--- src/rtl/vs_atom_selector.sv ---
// vs_atom_selector: per OMP iteration, scans the inner-product RAM for the largest |x| among
// columns not yet in the support, then appends the winning column to the support list/mask.
module vs_atom_selector #(
  parameter int COLUMNS           = 256,
  parameter int MAX_SUPPORT       = 64,
  parameter int CW                = 9,
  parameter int FP_DATA_BUS_WIDTH = 32
) (
  input  logic                         clock,
  input  logic                         reset,
  input  logic                         start,
  input  logic                         clear_support,
  output logic [7:0]                   read_addr,
  input  logic [FP_DATA_BUS_WIDTH-1:0] read_data,
  output logic                         done,
  output logic                         none_found,
  output logic [7:0]                   selected_index,
  output logic [FP_DATA_BUS_WIDTH-1:0] selected_value,
  output logic [CW-1:0]                support_count,
  output logic                         support_full,
  input  logic [7:0]                   support_rd_addr,
  output logic [7:0]                   support_rd_index
);
  localparam int DW = FP_DATA_BUS_WIDTH;
  localparam int IW = $clog2(COLUMNS);
  localparam int SW = MAX_SUPPORT > 1 ? $clog2(MAX_SUPPORT) : 1;
  localparam logic [7:0] LAST = 8'(COLUMNS - 1);
  typedef enum logic [1:0] {IDLE, SCAN, COMMIT, REPORT} state_t;
  state_t state, state_d;
  logic primed, best_valid;
  logic [7:0] eval_col, best_index;
  logic [DW-1:0] rd_abs, best_abs, best_value;
  logic [COLUMNS-1:0] mask;
  logic [7:0] list [MAX_SUPPORT];
  logic better, last_eval, win;
  // the most negative code has no positive twin, so its magnitude saturates
  assign rd_abs = !read_data[DW-1] ? read_data :
                  read_data == {1'b1, {(DW-1){1'b0}}} ? {1'b0, {(DW-1){1'b1}}} : -read_data;
  assign better = primed && !mask[eval_col[IW-1:0]] && (!best_valid || rd_abs > best_abs);
  assign last_eval = primed && eval_col == LAST;
  assign win = best_valid && best_abs != '0;
  assign done = state == REPORT;
  assign support_full = support_count == CW'(MAX_SUPPORT);
  assign support_rd_index = 32'(support_rd_addr) < 32'(support_count) ? list[support_rd_addr[SW-1:0]] : 8'd0;
  always_comb begin
    state_d = state;
    case (state)
      IDLE:    state_d = (start && !clear_support) ? (support_full ? COMMIT : SCAN) : IDLE;
      SCAN:    state_d = last_eval ? COMMIT : SCAN;
      COMMIT:  state_d = REPORT;
      default: state_d = IDLE;
    endcase
  end
  always_ff @(posedge clock) begin
    if (reset) begin
      state          <= IDLE;
      read_addr      <= '0;
      primed         <= 1'b0;
      eval_col       <= '0;
      best_valid     <= 1'b0;
      best_abs       <= '0;
      best_index     <= '0;
      best_value     <= '0;
      mask           <= '0;
      none_found     <= 1'b0;
      selected_index <= '0;
      selected_value <= '0;
      support_count  <= '0;
    end else begin
      state <= state_d;
      case (state)
        IDLE: begin
          if (clear_support) begin
            mask          <= '0;
            support_count <= '0;
          end else if (start) begin
            read_addr  <= '0;
            primed     <= 1'b0;
            best_valid <= 1'b0;
            best_abs   <= '0;
            none_found <= 1'b0;
          end
        end
        SCAN: begin
          // data arrives one cycle after its address, so evaluate the previous read_addr
          read_addr <= read_addr == LAST ? read_addr : read_addr + 8'd1;
          eval_col  <= read_addr;
          primed    <= 1'b1;
          if (better) begin
            best_valid <= 1'b1;
            best_abs   <= rd_abs;
            best_index <= eval_col;
            best_value <= read_data;
          end
        end
        COMMIT: begin
          if (win) begin
            mask[best_index[IW-1:0]] <= 1'b1;
            support_count            <= support_count + 1'b1;
            selected_index           <= best_index;
            selected_value           <= best_value;
            none_found               <= 1'b0;
          end else begin
            none_found <= 1'b1;
          end
        end
        default: read_addr <= '0;
      endcase
    end
  end
  always_ff @(posedge clock)
    if (state == COMMIT && win) list[support_count[SW-1:0]] <= best_index;
endmodule

--- config.mk ---
export PLATFORM = sky130hd
export DESIGN_NAME = vs_atom_selector
export DESIGN_NICKNAME = d
export VERILOG_FILES = /design/src/rtl/vs_atom_selector.sv
export SDC_FILE = /design/constraint.sdc
export NUM_CORES = 1
export LEC_CHECK = 0
export CAP_MARGIN = 15
export CORE_UTILIZATION = 30
export CTS_BUF_LIST = sky130_fd_sc_hd__clkbuf_4
export DETAILED_ROUTE_END_ITERATION = 6
export PLACE_DENSITY = 0.49
export SLEW_MARGIN = 40
export SYNTH_ARGS = -nofsm -noshare
export SYNTH_HDL_FRONTEND = slang
export SYNTH_SLANG_ARGS = --single-unit
--- constraint.sdc ---
create_clock -name clock -period 11.4 [get_ports clock]
set_clock_uncertainty 0.05 [all_clocks]
set_input_delay 3.42 -clock clock [delete_from_list [all_inputs] [get_ports clock]]
set_output_delay 3.42 -clock clock [all_outputs]
set_load 0.02 [all_outputs]
==> results of run 1 <==
==> registers in the layout, summed over array words and instances, names as in the netlist <==
register / cells
best_value: 32
read_addr: 8
list: 512
mask: 256
selected_index: 8
best_abs: 32
best_index: 8
selected_value: 32
support_count: 9
state: 2
primed: 1
best_valid: 1
none_found: 1
eval_col: 8
==> area by class of cell <==
type	count	area, sq um	share of cell area (%)
inverters	44	165	0.383
clock inverters	91	443	1.03
diodes	4	10.0	0.0232
clock buffers	329	2470	5.73
well taps	1625	2030	4.72
repair buffers	181	1780	4.14
flip-flops and latches	910	23400	54.2
multi-input cells	1608	12900	29.8
==> tightest hold or removal path: stages (launching register included) <==
cell	delay, ns
dfxtp_1	0.32
nand2_1	0.06
a21oi_1	0.05
==> per-stage QoR <==
stage | total power, W | hold slack [ns] | cells | utilization [%] | cell area, sq um
global placement | 0.00372 | 0.392 | 4353 | 32.7 | 39900
floorplan | 0.00364 | 0.381 | 2744 | - | 36800
CTS | 0.00649 | 0.360 | 4786 | 35.4 | 43000
global route | 0.00667 | 0.378 | 4791 | 35.4 | 43100
finish | 0.00638 | 0.366 | 4792 | 35.4 | 43100
detailed placement | 0.00372 | 0.392 | 4366 | 33.0 | 40100
==> where the power goes <==
group / switching [W] / total (W) / internal (W) / leakage (nW)
combinational: 0.000132 / 0.000215 / 0.0000826 / 4.16
sequential: 0.00000322 / 0.00343 / 0.00343 / 7.67
clock: 0.00137 / 0.00273 / 0.00136 / 1.72
==> routing by layer <==
layer	part of all wire (%)	up-vias	GRT usage [%]
met3	6.4	167	4.16
met5	0.013	-	0
met1	44	11800	21.9
met2	47	650	26.1
li1	-	10900	-
met4	2.1	2	5.23
==> cells by family (layout without fill, tap and decap cells) <==
kind of cell,count (synthesis),in the layout,synth area share (%)
XOR/XNOR,29,29,0.689
AND/OR/NAND/NOR,789,789,9.13
flip-flops,910,910,63.4
multiplexers,300,300,16.2
buffers and inverters,226,645,2.51
AO/OA/AOI/OAI,447,447,6.69
adder cells (fa/ha/maj),43,43,1.46
other,0,4,0
==> worst paths after layout <==
path / startpoint / endpoint / slack [ns] / cells after the start
max reg2reg: eval_col[1] / best_value[22] / 6.96 / 10
max: support_rd_addr[0] / support_rd_index[3] / 1.37 / 7
min reg2reg: best_value[11] / selected_value[11] / 0.37 / 2
min: best_value[11] / selected_value[11] / 0.37 / 2
==> placed cells by master (no fill, tap or decap), drive strengths merged, types with 8 or more instances in the layout <==
cell type,n
ha,43
or2,9
nand3,49
mux2i,64
edfxtp,512
mux4,236
clkbuf,330
a21boi,8
and2,11
clkdlybuf4s50,106
buf,74
a21oi,321
nor3,34
o31ai,10
nor2,428
dfxtp,398
xor2,23
nor2b,10
a21o,13
o21ai,50
nand2,171
nand4,17
nor4,18
inv,50
clkinv,80
a22oi,10
nand2b,17
==> summary.txt, run 1 <==
Full die area = 124000 sq um
Avg Inst Size Synth = 13.4 sq um
Final hold vios = 0
Commonest cells post-synth = 512 x edfxtp_1, 428 x nor2_1, 398 x dfxtp_1
Syn nets = 2831
Kind of critical path = in -> out
Final nets = 3067
DR pass1 iterations = 5
CTS root buf = clkbuf_4
Startpoint types = input pin
DR iter-0 viols = 1814
CP cell instances = clkbuf_16, buf_4, mux4_2, mux4_2, mux4_2, a21boi_0, clkdlybuf4s50_1
Ranking of synthesized cells by area = edfxtp_1 42%, dfxtp_1 22%, mux4_2 14%, a21oi_1 4.4%, nor2_1 4.4%
I/O pins = 112
Antenna violations before repair = 6
CTS Sinks = 910
Synthesized area = 36800 sq um
Vias in the first global route = 23700
Worst-path clk slew = 0.06 ns
Hold bufs inserted after CTS = 0
Total CTS buffers = 235
Post-CTS Setup Bufs = 0
PortBufs = 111
Clock Path Buffers = 3
CTS tree = built
WP data required = 7.93 ns
Number of library cell types mapped by synthesis = 59
GP Congestion = 0.788
Setup_tns = 0 ns
CTS HTree Levels = 4
Final slew viol count = 0
Routed WL per cell = 21.3 um
Register area share after synthesis = 63.4%
Worst Setup End Kind = output pin
Via count = 23400
Static Leak = 13.5 nW
Final setup viols = 0
PnR worst setup slack = 1.37 ns
Worst-path maximum fanout = 68
Crit path top cell by count = mux4_2
Die Height = 352 um
Delay-heaviest family, CP = multiplexers
Status = completed
WP buf/inv = 3
FFs w/ async S/R, synth = 0%
Leading area contributor after synthesis = edfxtp_1
Most frequent cell after synthesis = edfxtp_1
Clk Latency, worst-skew pair = 1.14 ns
Top_reg_cell synth = edfxtp_1
Core Region = 122000 sq um
Quantity of gates resized following cts = 0
Post-Syn Instances = 2744
Largest net degree at the start of global routing = 189
Crit path time final = 10.03 ns
Worst Tran Pin Value = 0.888 ns
Pwr dens = 148 nW/um^2
Worst path slowest cell = mux4_2
Die width = 352 um
Area grow syn2layout = 17.0%
EDFF count, synth = 512
Critical path data arrival time = 6.56 ns
Gr usage total = 16.4%
RSZ-0062 raised after global routing = false
Setup Slack @ Placement = 1.26 ns
Maximum VDD drop = 0.0759 mV
Max Cap Violations = 0
Routed Antenna Nets = 0
Max stage delay on crit path = 0.57 ns
Fillers = 12000
Standard-cell row count = 128
First-pass GRT wire length = 153000 um
Grt total ovfl = 0
Tightest Hold Check Type = reg -> reg
DP HPWL = 64800 um
Vias per cell = 4.89
Post-synthesis register bit count = 910
F_max = 0.0997 GHz
Share of cells above drive strength 1 = 23.7%
Rel. slew slack = 40.6%
Starting Density = 30.3%
Post-synth top area share = 41.7%
Final WL = 102000 um
DRC = 0
Final Cycle Share = 88.0%
Synthesis warning total = 0
Power figures use the tool's default switching activity.
==> inputs of run 2 (changes only) <==
PLACE_DENSITY = 0.41   (was 0.49)
==> run 2 against run 1 <==
Clock power grew 3%. Combinational power is essentially flat. Fmax down 2.0%. Clock-buffer cell count rose by 7. Total power is 1.4% higher. Global-route usage increased by 0.88 points. Sequential power hardly changed. Die area unchanged. Final area grew 0.22%. Utilization increased by 0.078 points. Non-clock buffer count decreased by 1. Largest cell class unchanged. Largest power group unchanged. Highest routed layer unchanged.
==> summary.txt, run 2 (synthesized netlist as in run 1, its figures left out) <==
Full die area = 124000 sq um (unchanged)
Standard-cell row count = 128 (unchanged)
CTS HTree Levels = 4 (unchanged)
Routed WL per cell = 22.3 um (was 21.3 um)
Total CTS buffers = 236 (was 235)
First-pass GRT wire length = 160000 um (was 153000 um)
Final setup viols = 0 (unchanged)
Max stage delay on crit path = 0.61 ns (was 0.57 ns)
Critical path data arrival time = 6.76 ns (was 6.56 ns)
Largest net degree at the start of global routing = 103 (was 189)
Hold path cells = 2 (unchanged)
Post-CTS Setup Bufs = 0 (unchanged)
Final Cycle Share = 89.8% (was 88.0%)
Max Cap Violations = 0 (unchanged)
Worst-path maximum fanout = 54 (was 68)
Vias per cell = 4.90 (was 4.89)
F_max = 0.0977 GHz (was 0.0997 GHz)
Worst Setup End Kind = output pin (unchanged)
Routed Antenna Nets = 0 (unchanged)
Core Region = 122000 sq um (unchanged)
Antenna violations before repair = 7 (was 6)
Die width = 352 um (unchanged)
Clock Path Buffers = 3 (unchanged)
Area grow syn2layout = 17.3% (was 17.0%)
PortBufs = 111 (unchanged)
CTS Sinks = 910 (unchanged)
Share of cells above drive strength 1 = 24.6% (was 23.7%)
Final slew viol count = 0 (unchanged)
Hold Crit Start = best_value[18] (was best_value[11])
CTS root buf = clkbuf_4 (unchanged)
Setup_tns = 0 ns (unchanged)
Status = completed (unchanged)
Hold bufs inserted after CTS = 0 (unchanged)
Post-route cell area = 43200 sq um (was 43100 sq um)
Kind of critical path = in -> out (unchanged)
Worst r2r dst = best_value[18] (was best_value[22])
Quantity of gates resized following cts = 0 (unchanged)
Tightest Hold Check Type = reg -> reg (unchanged)
Pwr dens = 150 nW/um^2 (was 148 nW/um^2)
CP cell instances = clkbuf_8, buf_12, mux4_2, mux4_2, mux4_2, a21boi_0, clkdlybuf4s50_1 (was clkbuf_16, buf_4, mux4_2, mux4_2, mux4_2, a21boi_0, clkdlybuf4s50_1)
Layout Cells excl Fill = 4798 (was 4792)
Startpoint types = input pin (unchanged)
Vias in the first global route = 24600 (was 23700)
Grt total ovfl = 0 (unchanged)
I/O pins = 112 (unchanged)
WP data required = 7.93 ns (about the same)
Crit path top cell by count = mux4_2 (unchanged)
Die Height = 352 um (unchanged)
Placed insts = 4367 (was 4366)
DRC = 0 (unchanged)
Fillers = 11900 (was 12000)
Static Leak = 13.6 nW (was 13.5 nW)
Final nets = 3067 (unchanged)
Worst R2R Path Depth = 10 (unchanged)
Crit path time final = 10.23 ns (was 10.03 ns)
R2R Setup Slk = 6.96 ns (about the same)
Starting Density = 30.3% (unchanged)
Commonest non-fill, non-tap cell in the layout = edfxtp_1 (unchanged)
Hold EP = selected_value[18] (was selected_value[11])
Worst-path clk slew = 0.06 ns (about the same)
Max reg flops = 512 (unchanged)
Via count = 23500 (was 23400)
Cell Area, Placed = 40100 sq um (about the same)
DR pass1 iterations = 5 (unchanged)
Clk Latency, worst-skew pair = 1.17 ns (was 1.14 ns)
Gr usage total = 17.3% (was 16.4%)
Origin of the critical flop-to-flop path = eval_col[2] (was eval_col[1])
Maximum VDD drop = 0.0927 mV (was 0.0759 mV)
CTS tree = built (unchanged)
DR iter-0 viols = 1657 (was 1814)
Worst Tran Pin Value = 0.855 ns (was 0.888 ns)
Final Core Density = 35.5% (was 35.4%)
Worst path slowest cell = clkdlybuf4s50_1 (was mux4_2)
Final WL = 107000 um (was 102000 um)
GP Congestion = 0.765 (was 0.788)
DP HPWL = 70100 um (was 64800 um)
Most frequent cells in the layout = 512 x edfxtp_1, 387 x dfxtp_1, 373 x nor2_1 (was 512 x edfxtp_1, 390 x nor2_1, 387 x dfxtp_1)
Final hold vios = 0 (unchanged)
Rel. slew slack = 42.8% (was 40.6%)
Origin of the worst setup path = support_rd_addr[0] (unchanged)
Tightest hold margin = 0.380 ns (was 0.366 ns)
RSZ-0062 raised after global routing = false (unchanged)
==> run 2: cell types whose count changed in the layout (fill, tap and decap cells not counted), sizes merged, moves of 2 or more <==
cell      before  now
clkbuf       330  337
bufinv         1    4
diode          4    7
clkinv        80   78
clkinvlp       4    2
inv           50   48
==> run 2: through the flow <==
stage / worst slack (ns) / power (W)
after floorplan: 1.66 / 0.00364
after global placement: 1.15 / 0.00372
after detailed placement: 1.08 / 0.00373
after CTS: 1.10 / 0.00658
after global routing: 1.00 / 0.00677
final: 1.17 / 0.00647
==> run 2: area by class of cell <==
cell class	instances	area, sq um	share of cell area [%]
flip-flops and latches	910	23400	54.1
well taps	1625	2030	4.70
inverters	44	165	0.382
clock inverters	88	488	1.13
diodes	7	17.5	0.0405
clock buffers	336	2520	5.84
multi-input cells	1608	12900	29.9
repair buffers	180	1720	3.99
==> run 2: worst max-delay path by stage <==
stage	to	depth (start not counted)	slack [ns]
after floorplan	support_rd_index[0]	7	1.66
final	support_rd_index[1]	7	1.17
after global routing	support_rd_index[1]	7	1.00
after CTS	support_rd_index[1]	7	1.10
after global placement	support_rd_index[1]	7	1.15
after detailed placement	support_rd_index[1]	7	1.08
==> run 2: metal layers <==
metal / part of all wire [%] / vias to the layer above / wire (um) / GRT usage [%]
li1: - / 10900 / - / -
met1: 44 / 11900 / 47400 / 22.4
met2: 47 / 630 / 50900 / 27.8
met3: 5.7 / 174 / 6100 / 4.31
met4: 2.6 / 6 / 2790 / 6.50
met5: 0.043 / - / 46 / 0
==> run 2: critical path: cells and delay by family <==
| kind | cells | cell delay, ns |
|---|---|---|
| muxes | 3 | 1.57 |
| buffers and inverters | 3 | 1.51 |
| AOI/OAI and AO/OA | 1 | 0.18 |
==> run 2: report_power, final <==
part,switching [W],internal (W)
sequential,0.00000303,0.00343
combinational,0.000137,0.0000810
clock,0.00137,0.00145
total,0.00151,0.00496
